### src/rtl/cla_pipe_adder.sv
// cla_pipe_adder: pipelined carry-lookahead adder/subtractor, one block per stage.
// Ports: clock, reset_n (async low), in_valid/in_ready, a, b, c_in, sub,
//        out_valid/out_ready, sum, c_out, ovf, G (word generate), P (word propagate).
module cla_pipe_adder #(
    parameter int WIDTH   = 32,
    parameter int BLOCK_W = 8
) (
    input  logic             clock,
    input  logic             reset_n,
    input  logic             in_valid,
    output logic             in_ready,
    input  logic [WIDTH-1:0] a,
    input  logic [WIDTH-1:0] b,
    input  logic             c_in,
    input  logic             sub,
    output logic             out_valid,
    input  logic             out_ready,
    output logic [WIDTH-1:0] sum,
    output logic             c_out,
    output logic             ovf,
    output logic             G,
    output logic             P
);

    localparam int NB = WIDTH / BLOCK_W;

    typedef struct packed {
        logic [BLOCK_W-1:0] s;
        logic               c_out;
        logic               gb;
        logic               pb;
    } blk_t;

    // Each carry is an independent sum of products over the block's
    // bit generate/propagate terms, so no carry waits on its neighbour.
    function automatic blk_t cla_blk(
        input logic [BLOCK_W-1:0] x,
        input logic [BLOCK_W-1:0] y,
        input logic               ci
    );
        logic [BLOCK_W-1:0] g;
        logic [BLOCK_W-1:0] p;
        logic [BLOCK_W:0]   c;
        logic               gen;
        logic               prop;
        blk_t               r;
        g    = x & y;
        p    = x ^ y;
        c    = '0;
        c[0] = ci;
        gen  = 1'b0;
        prop = 1'b1;
        for (int i = 0; i < BLOCK_W; i++) begin
            gen  = g[i];
            prop = p[i];
            for (int j = i - 1; j >= 0; j--) begin
                gen  = gen | (prop & g[j]);
                prop = prop & p[j];
            end
            c[i+1] = gen | (prop & ci);
        end
        r.s     = p ^ c[BLOCK_W-1:0];
        r.c_out = c[BLOCK_W];
        r.gb    = gen;
        r.pb    = prop;
        return r;
    endfunction

    logic [WIDTH-1:0] b_eff;
    assign b_eff = b ^ {WIDTH{sub}};

    // Per-stage taps shared between neighbouring stages.
    logic [NB-1:0]            adv;
    logic [NB-1:0]            vld_s;
    logic [NB-1:0]            cry_s;
    logic [NB-1:0]            g_s;
    logic [NB-1:0]            p_s;
    logic [NB-1:0][WIDTH-1:0] res_s;

    for (genvar k = 0; k < NB; k++) begin : g_stg
        logic             vld_q, vld_d;
        logic [WIDTH-1:0] res_q, res_d;
        logic             cry_q, cry_d;
        logic             g_q, g_d;
        logic             p_q, p_d;
        logic             src_v, src_c, src_g, src_p;
        logic [WIDTH-1:0] src_res;
        logic [BLOCK_W-1:0] blk_b;
        logic             ld;
        blk_t             blk;

        // res holds finished sum bits below this block and the still
        // unused A operand bits above it, so one word carries both.
        if (k == 0) begin : g_in
            assign src_v   = in_valid;
            assign src_c   = c_in ^ sub;
            assign src_g   = 1'b0;
            assign src_p   = 1'b1;
            assign src_res = a;
            assign blk_b   = b_eff[BLOCK_W-1:0];
        end else begin : g_in
            assign src_v   = vld_s[k-1];
            assign src_c   = cry_s[k-1];
            assign src_g   = g_s[k-1];
            assign src_p   = p_s[k-1];
            assign src_res = res_s[k-1];
            assign blk_b   = g_stg[k-1].g_hi.bh_q[BLOCK_W-1:0];
        end

        if (k == NB - 1) begin : g_adv
            assign adv[k] = ~vld_q | out_ready;
        end else begin : g_adv
            assign adv[k] = ~vld_q | adv[k+1];
        end

        assign ld  = adv[k] & src_v;
        assign blk = cla_blk(src_res[k*BLOCK_W +: BLOCK_W], blk_b, src_c);

        always_comb begin
            vld_d = adv[k] ? src_v : vld_q;
            res_d = res_q;
            cry_d = cry_q;
            g_d   = g_q;
            p_d   = p_q;
            if (ld) begin
                res_d                       = src_res;
                res_d[k*BLOCK_W +: BLOCK_W] = blk.s;
                cry_d                       = blk.c_out;
                g_d                         = blk.gb | (blk.pb & src_g);
                p_d                         = blk.pb & src_p;
            end
        end

        always_ff @(posedge clock or negedge reset_n) begin
            if (!reset_n) begin
                vld_q <= 1'b0;
                res_q <= '0;
                cry_q <= 1'b0;
                g_q   <= 1'b0;
                p_q   <= 1'b0;
            end else begin
                vld_q <= vld_d;
                res_q <= res_d;
                cry_q <= cry_d;
                g_q   <= g_d;
                p_q   <= p_d;
            end
        end

        assign vld_s[k] = vld_q;
        assign res_s[k] = res_q;
        assign cry_s[k] = cry_q;
        assign g_s[k]   = g_q;
        assign p_s[k]   = p_q;

        // Effective-B bits not yet consumed; shrinks by one block per stage.
        if (k < NB - 1) begin : g_hi
            logic [WIDTH-(k+1)*BLOCK_W-1:0] bh_q, bh_d;
            if (k == 0) begin : g_src
                assign bh_d = ld ? b_eff[WIDTH-1:BLOCK_W] : bh_q;
            end else begin : g_src
                assign bh_d = ld ?
                    g_stg[k-1].g_hi.bh_q[WIDTH-k*BLOCK_W-1:BLOCK_W] : bh_q;
            end
            always_ff @(posedge clock or negedge reset_n) begin
                if (!reset_n) begin
                    bh_q <= '0;
                end else begin
                    bh_q <= bh_d;
                end
            end
        end

        // Carry into the MSB equals p[msb] ^ s[msb], so overflow needs
        // only the top operand bits, the top sum bit and carry out.
        if (k == NB - 1) begin : g_ovf
            logic ovf_q, ovf_d;
            assign ovf_d = ld ? (src_res[WIDTH-1] ^ blk_b[BLOCK_W-1]
                                 ^ blk.s[BLOCK_W-1] ^ blk.c_out)
                              : ovf_q;
            always_ff @(posedge clock or negedge reset_n) begin
                if (!reset_n) begin
                    ovf_q <= 1'b0;
                end else begin
                    ovf_q <= ovf_d;
                end
            end
        end
    end

    assign in_ready  = adv[0];
    assign out_valid = vld_s[NB-1];
    assign sum       = res_s[NB-1];
    assign c_out     = cry_s[NB-1];
    assign G         = g_s[NB-1];
    assign P         = p_s[NB-1];
    assign ovf       = g_stg[NB-1].g_ovf.ovf_q;

endmodule

### config.mk
export PLATFORM = sky130hd
export DESIGN_NAME = cla_pipe_adder
export DESIGN_NICKNAME = d
export VERILOG_FILES = /design/src/rtl/cla_pipe_adder.sv
export SDC_FILE = /design/constraint.sdc
export NUM_CORES = 1
export LEC_CHECK = 0
export CAP_MARGIN = 20
export CORE_ASPECT_RATIO = 1.75
export CORE_MARGIN = 8
export CORE_UTILIZATION = 50
export CTS_CLUSTER_SIZE = 30
export DETAILED_ROUTE_END_ITERATION = 16
export PLACE_DENSITY = 0.73
export SYNTH_ARGS = -nofsm -noshare
export SYNTH_HDL_FRONTEND = slang
export SYNTH_SLANG_ARGS = --single-unit
### constraint.sdc
create_clock -name clock -period 3.93 [get_ports clock]
set_clock_uncertainty 0.05 [all_clocks]
set_input_delay 0.5895 -clock clock [delete_from_list [all_inputs] [get_ports clock]]
set_output_delay 0.5895 -clock clock [all_outputs]
set_load 0.01 [all_outputs]
### Word level (Yosys, flattened, before mapping)

Index checks and enable logic that the tools add are counted.

* $add $sub $neg: 0
* multipliers: 0
* divide/modulo/power cells: 0
* order comparisons: 0
* equal/unequal tests: 0
* shifts and indexed selects: 0
* multiplexer cells: 0
* bitwise logic cells: 438
* reduce and logical (&&, ||, !) cells: 0

Operator list (count)
* AND 1 bit: 266
* bitwise OR 1 bit: 151
* XOR 8 bit: 8
* AND 8 bit: 4
* XOR 32 bit: 1
* NOT 1 bit: 4
* XOR 1 bit: 4

* register bits after elaboration: 193
* bits in latches: 0
* bits in writable memories: 0
* ROM bits: 0
* output and inout bits: 38
* memories: 0

### Logic depth before layout (Yosys ltp)

Gate-level depths: netlist of run 1.

* depth after elaboration: 12
* depth in mapped cells: 9
* depth with buffers taken out: 7

### Worst setup path after synthesis of run 1

Ideal clock, no wire load.

* kind: input to register
* start: input sub
* end: register g_stg[0].res_q[4]
* library setup time: 0.131 ns
* arrival: 2.432 ns
* data required time: 3.749 ns
* setup slack: 1.316 ns
* cell stages on the path: 9
* cell sequence: buf_4 buf_2 xor2_1 ha_1 a21oi_1 o21ai_4 a21oi_2 nor4b_1 or3_1

* word-level cells in the longest chain between the ends: 8
* elaborated cells on any way between the ends: 16
* classes of those cells: bitwise (16)

RTL lines
* from (decl): RTL line 15 `input logic sub,`
* XOR 32 bit: RTL line 70 `assign b_eff = b ^ {WIDTH{sub}};`
* XOR 8 bit or AND 8 bit (tied branches): RTL line 48, 47
* AND 1 bit (on tied branches): RTL line 57, 58
* bitwise OR 1 bit, or another cell as far along (2 in series): RTL line 57 `gen = gen | (prop & g[j]);`
* bitwise OR 1 bit or AND 1 bit (tied branches): RTL line 57, 60
* bitwise OR 1 bit: RTL line 60 `c[i+1] = gen | (prop & ci);`
* XOR 8 bit (*): RTL line 62 `r.s = p ^ c[BLOCK_W-1:0];`
* to (signal assigned): RTL line 143 `res_q <= res_d;`
* to (decl): RTL line 82 `logic [WIDTH-1:0] res_q, res_d;`

Mark *: on every way between the ends. The rest lies on a longest branch, timed or not.
A chain may end at the register's enable or synchronous reset.

### Worst setup path after layout of run 1

* start: input out_ready
* end: output in_ready

* word-level cells in the longest chain between the ends: 4

RTL lines
* from (decl): RTL line 17 `input logic out_ready,`
* bitwise OR 1 bit: RTL line 111 `assign adv[k] = ~vld_q | out_ready;`
* bitwise OR 1 bit (3 in series): RTL line 113 `assign adv[k] = ~vld_q | adv[k+1];`
* to (decl): RTL line 11 `output logic in_ready,`

No other way between the ends.

==> results of run 1 <==
-- per-layer routing --
layer | track usage (%) | wire (microns) | vias to the layer above
met1 | 20.0 | 7560 | 2947
li1 | - | - | 2998
met3 | 2.82 | 561 | 21
met2 | 29.9 | 9580 | 116
met5 | 0 | 0 | -
met4 | 7.18 | 430 | 0
-- flip-flops by register name (all words and copies together) (netlist names) --
| signal | count |
|---|---|
| g_stg.res_q | 96 |
| g_stg.g_hi.bh_q | 48 |
| sum | 32 |
| g_stg.cry_q | 3 |
| g_stg.g_q | 3 |
| g_stg.p_q | 3 |
| g_stg.vld_q | 3 |
| G | 1 |
| P | 1 |
| c_out | 1 |
| out_valid | 1 |
| ovf | 1 |
-- cell usage in the layout (no fill, tap or decap), drive strengths merged, types with 5 or more instances in the layout --
cell | synthesis | layout
a21o | 9 | 9
a21oi | 22 | 22
and2 | 5 | 5
and3 | 6 | 6
buf | 18 | 16
clkbuf | 19 | 20
clkdlybuf4s50 | 0 | 105
clkinv | 0 | 5
dfrtp | 193 | 193
ha | 32 | 32
inv | 6 | 9
mux2 | 67 | 67
nand2 | 252 | 252
nand2b | 5 | 5
nand3 | 10 | 10
nor2 | 8 | 8
nor3 | 6 | 6
o21a | 7 | 7
o21ai | 56 | 56
o31ai | 6 | 6
xnor2 | 34 | 34
xor2 | 19 | 19
-- layout make-up --
cell class	instances	area (sq um)	share of cell area [%]
inverter	6	22.5	0.209
clock buffer	19	433	4.03
clock inverter	12	111	1.04
sequential	193	4830	44.9
timing repair buffer	122	1190	11.1
tap	231	289	2.69
multi-input combinational	592	3870	36.0
-- stage by stage --
stage / worst slack (ps) / instance area, sq um / hold WS (ps) / util (%)
2_1_floorplan: 1320 / 8880 / 244 / -
3_3_place_gp: 1020 / 10200 / 394 / 58.5
3_5_place_dp: 1040 / 10200 / 398 / 58.5
4_1_cts: 1020 / 10800 / 204 / 61.6
5_1_grt: 968 / 10800 / 224 / 61.6
6_report: 1000 / 10800 / 161 / 61.6
-- worst min path at each step --
stage / end / cells past startpoint
2_1_floorplan: G / 0
3_3_place_gp: g_stg[2].res_q[24] / 2
3_5_place_dp: g_stg[2].g_hi.bh_q[2] / 2
4_1_cts: g_stg[1].g_hi.bh_q[8] / 1
5_1_grt: g_stg[0].res_q[20] / 1
6_report: g_stg[0].res_q[20] / 1
-- cell families (layout without fill, tap and decap cells) --
logic type      count (synthesis)  count (layout)  synth area share, %
compound gates                123             123                 9.19
buf+inv                        43             159                 2.16
mux                            67              67                 8.50
flops                         193             193                 54.4
fa+ha+maj                      36              36                 5.41
xor+xnor                       53              53                 5.44
simple gates                  313             313                 14.9
-- power by group through the flow --
stage               clock network (mW)  registers [mW]  logic (mW)
floorplan                            0            3.03        1.42
global route                      1.73            3.11        2.54
finish                            1.61            3.02        2.27
global placement                     0            3.04        2.23
detailed placement                   0            3.06        2.29
CTS                               1.64            3.03        2.31
==> summary.md, run 1 <==
| Metric | Value |
|---|---|
| Outcome | completed |
| DRT Pass-1 Iters | 4 |
| Setup crit start | out_ready |
| Crit Reg-Reg Endpoint | ovf |
| CP most frequent cell | clkdlybuf4s50_1 |
| I/O Buffers | 107 |
| Post-synth top cells | nand2_1 (251), dfrtp_1 (193), mux2_2 (51) |
| HPWL after DPL | 13500 microns |
| Peak Freq | 342 MHz |
| Switching portion of total power | 32.6% |
| Syn Nets | 934 |
| Flop2flop setup slack | 1750 ps |
| GP Congestion | 0.822 |
| Setup-failing EPs final | 0 |
| I/O pins | 108 |
| Drt drc | 0 |
| Async set or reset register ratio after synthesis | 100% |
| Clock Sinks | 193 |
| Max_slew headroom | 49.1% |
| Final #Nets | 1038 |
| Syn-to-layout area delta | 21.0% |
| Crit path cell chain | clkdlybuf4s50_1 > nand4b_2 > or2_2 > clkdlybuf4s50_1 |
| Total gr overflow | 0 |
| Slowest cell on the critical path | clkdlybuf4s50_1 |
| Crit path max-delay family | buffers and inverters |
| Detailed-route vias per instance | 5.18 |
| Finished Layout Cells | 1175 |
| Initial antenna violation count | 0 |
| Htree depth | 4 |
| Cell depth of the worst setup path | 4 |
| Insertion delay to the later sink of the worst-skew pair | 430 ps |
| Vias | 6082 |
| Cells resized by post-CTS repair | 0 |
| CTS tree | built |
| Combinational Power Share | 32.9% |
| Synth Register Bits | 193 |
| Critical path peak fanout | 6 |
| R2r worst-path depth | 6 |
| Crit Reg-Reg Startpoint | g_stg[2].res_q[25] |
| Setup Fix Bufs, Post-CTS | 0 |
| Core Area | 17500 sq um |
| Register area share after synthesis | 54.4% |
| Switch Pwr | 2.25 mW |
| Avg Inst Size Synth | 10.7 sq um |
| Clk pwr share | 23.3% |
| Final Hold Violating Endpoints | 0 |
| Worst Path Arrival | 2290 ps |
| Die height | 192 microns |
| First-pass GRT wire length | 30100 microns |
| Post-Route Setup TNS | 0 ps |
| DRT Wirelength | 18100 microns |
| Pwr dens | 642 nW/um^2 |
| Synth area leader | dfrtp_1 |
| Period utilisation layout | 74.5% |
| Hold Buf Count CTS | 0 |
| Post-synth top area share | 54.4% |
| Critical path class | in2out |
| CTS max path bufs | 2 |
| CP endpoint | in_ready |
| Post-Syn Area | 8880 sq um |
| GRT Util Overall | 17.0% |
| Detailed Route Iter0 Violations | 261 |
| Max_cap viols | 0 |
| # placed instances | 1144 |
| Top-count cell post-synth | nand2_1 |
| # rows | 64 |
| Leak | 4.92 nW |
| Flop pwr share | 43.8% |
| Unrepaired setup endpoints after global routing | no |
| Root buffer cell | clkbuf_16 |
| Largest net degree at the start of global routing | 96 |
| WP data required | 3290 ps |
| Avg WL per Cell | 15.4 microns |
| Die area | 22500 sq um |
| Bufs and invs on worst path | 2 |
| Max stage delay on crit path | 490 ps |
| Post-synth EDFFs | 0 |
| Cell internal pwr | 4.65 mW |
| Yosys warning total | 0 |
| Worst slew pin tran | 764 ps |
| Post-synth cell types | 60 |
| Syn Inst Count | 828 |
| Area contributors post-synth | dfrtp_1 (54%), nand2_1 (11%), mux2_2 (6.5%) |
| Antenna cells | 0 |
| Initial Utilization | 50.9% |
| Fill count | 1489 |
| Total power | 6.90 mW |
| Vias in the first global route | 6287 |
| Worst-path clk slew | 60 ps |
| Startpoint types | input pin |
| Layout cell share with drive strength beyond 1 | 12.1% |
| DIE WIDTH | 117 microns |
| Worst hold path type | in2async |
| Final Slew Violations | 0 |
| TritonCTS buffer count | 17 |
| Period minus WS final | 2930 ps |
| Crit end category | primary output |
| Synth Flop Type | dfrtp_1 |
| DRT antenna net count | 0 |
| VDD IR max | 0.000314 V |
No activity file was read; power rests on OpenSTA's default activity.
==> inputs of run 2 (changes only) <==
clock period = 2.8 ns   (was 3.93 ns; I/O delays follow)
==> run 2 against run 1 <==
  * Critical path depth did not move
  * Setup slack got worse by 740 ps
  * Clock power rose by 56%
  * Final area rose by 1.3%
  * Worst hold slack improved by 250 ps
  * Critical endpoint unchanged
  * Highest routed layer unchanged
==> summary.md, run 2 (same netlist as run 1, synthesis figures left out) <==
| Metric | Value |
|---|---|
| Outcome | completed (unchanged) |
| Largest net degree at the start of global routing | 73 (was 96) |
| Number of flip-flops in the largest register | 96 (unchanged) |
| Commonest non-fill, non-tap cell in the layout | nand2_1 (unchanged) |
| Initial Utilization | 50.9% (unchanged) |
| Pwr dens | 916 nW/um^2 (was 642 nW/um^2) |
| Critical path class | in2out (unchanged) |
| Clock Sinks | 193 (unchanged) |
| Antenna cells | 0 (unchanged) |
| Final Slew Violations | 0 (unchanged) |
| GRT Util Overall | 17.3% (was 17.0%) |
| Fill count | 1476 (was 1489) |
| I/O pins | 108 (unchanged) |
| Syn-to-layout area delta | 22.6% (was 21.0%) |
| Detailed-route vias per instance | 5.14 (was 5.18) |
| Insertion delay to the later sink of the worst-skew pair | 430 ps (about the same) |
| Die height | 192 microns (unchanged) |
| Worst slew pin tran | 631 ps (was 764 ps) |
| DIE WIDTH | 117 microns (unchanged) |
| Die area | 22500 sq um (unchanged) |
| Total gr overflow | 0 (unchanged) |
| I/O Buffers | 107 (unchanged) |
| Post-Route Setup TNS | 0 ps (unchanged) |
| Sequential cell area | 4830 sq um (unchanged) |
| Area of the multi-input gates | 3870 sq um (unchanged) |
| Period utilisation layout | 90.7% |
| Core Area | 17500 sq um (unchanged) |
| DRT Wirelength | 18300 microns (was 18100 microns) |
| Most flops, register | g_stg.res_q (unchanged) |
| TritonCTS buffer count | 17 (unchanged) |
| WP data required | 2330 ps (was 3290 ps) |
| Period minus WS final | 2540 ps |
| Max_slew headroom | 56.8% (was 49.1%) |
| Critical path peak fanout | 6 (unchanged) |
| Worst Path Arrival | 2070 ps (was 2290 ps) |
| DRT Pass-1 Iters | 4 (unchanged) |
| CTS max path bufs | 2 (unchanged) |
| Layout cell share with drive strength beyond 1 | 12.6% (was 12.1%) |
| CTS tree | built (unchanged) |
| Initial antenna violation count | 0 (unchanged) |
| Leak | 5.00 nW (was 4.92 nW) |
| Max_cap viols | 0 (unchanged) |
| Crit end category | primary output (unchanged) |
| Worst hold path type | reg2reg (was in2async) |
| Unrepaired setup endpoints after global routing | no (unchanged) |
| Final Hold Violating Endpoints | 0 (unchanged) |
| GP Congestion | 0.826 (was 0.822) |
| Worst-path clk slew | 80 ps (was 60 ps) |
| Drt drc | 0 (unchanged) |
| First-pass GRT wire length | 30400 microns (was 30100 microns) |
| Setup Fix Bufs, Post-CTS | 0 (unchanged) |
| Cells resized by post-CTS repair | 0 (unchanged) |
| Startpoint types | input pin (unchanged) |
| Htree depth | 4 (unchanged) |
| Final #Nets | 1041 (was 1038) |
| Avg WL per Cell | 15.5 microns (was 15.4 microns) |
| DRT antenna net count | 0 (unchanged) |
| Peak Freq | 394 MHz |
| Vias | 6056 (was 6082) |
| Root buffer cell | clkbuf_16 (unchanged) |
| HPWL after DPL | 13500 microns (about the same) |
| Commonest cells after routing, fill and taps aside | nand2_1 (250), dfrtp_1 (193), clkdlybuf4s50_1 (105) (unchanged) |
| Detailed Route Iter0 Violations | 342 (was 261) |
| # rows | 64 (unchanged) |
| Vias in the first global route | 6236 (was 6287) |
| VDD IR max | 0.000414 V (was 0.000314 V) |
| Setup-failing EPs final | 0 (unchanged) |
| Hold_ws | 410 ps (was 161 ps) |
run 2: cell types whose count changed in the layout (fill, tap and decap cells not counted), sizes merged:
cell | previous run | this run
dlygate4sd3 | 0 | 1
clkinvlp | 3 | 0
buf | 16 | 18
clkbuf | 20 | 18
bufinv | 1 | 2
inv | 9 | 14
run 2: per-stage QoR:
| step | instances | power [mW] | cell area [sq um] | utilization, % | setup slack, ps |
|---|---|---|---|---|---|
| final | 1179 | 9.97 | 10900 | 62.4 | 260 |
| after detailed placement | 1146 | 7.55 | 10300 | 58.8 | 195 |
| after CTS | 1179 | 10.1 | 10900 | 62.4 | 275 |
| after global routing | 1179 | 10.6 | 10900 | 62.4 | 217 |
| after floorplan | 828 | 6.25 | 8880 | - | 356 |
| after global placement | 1146 | 7.43 | 10300 | 58.8 | 241 |
run 2: layout make-up:
class	count	share of cell area, %
Inverter	6	0.207
Clock buffer	17	3.91
Sequential cell	193	44.4
Tap cell	231	2.65
Clock inverter	15	1.77
Multi-Input combinational cell	592	35.5
Timing Repair Buffer	125	11.6
run 2: worst paths after layout:
kind	start	endpoint	slack, ps	cells past startpoint
setup reg to reg	g_stg[2].res_q[27]	ovf	640	6
setup / recovery	out_ready	in_ready	260	4
hold reg to reg	g_stg[2].res_q[15]	sum[15]	410	2
hold / removal	g_stg[2].res_q[15]	sum[15]	410	2
min in group asynchronous	reset_n	g_stg[0].res_q[19]	500	2
max in group asynchronous	reset_n	sum[7]	1360	3
run 2: worst max-delay path, cell delays in order:
cell	delay [ps]
clkdlybuf4s50_1	440
nand4b_2	340
or2_2	380
clkdlybuf4s50_1	490
run 2: timing repair:
item / 4_1_cts / 5_1_grt
setup endpoints to repair: 0 / 0
hold buffers: 1 / 0
hold endpoints to repair: 69 / 0
run 2: per-layer routing:
layer / wire length (microns) / global-route usage, % / vias to the layer above / part of all wire [%]
met5: 0 / 0 / - / 0
met4: 287 / 6.29 / 0 / 1.6
met3: 574 / 2.85 / 17 / 3.1
met2: 9960 / 30.9 / 92 / 54
met1: 7490 / 20.1 / 2927 / 41
li1: - / - / 3020 / -
run 2: report_power, final:
group          switching [mW]  total, mW  internal [mW]
Clock                    1.14       2.51           1.37
Combinational            1.62       3.23           1.61
Sequential              0.537       4.24           3.70
Total                    3.30       9.97           6.67
==> inputs of run 3 (changes only) <==
ABC_CLOCK_PERIOD_IN_PS = 2800   (was default)
CTS_CLUSTER_DIAMETER = 30   (was default)
==> results of run 3 <==
The final DEF is identical to that of run 2; final timing and power are the same.
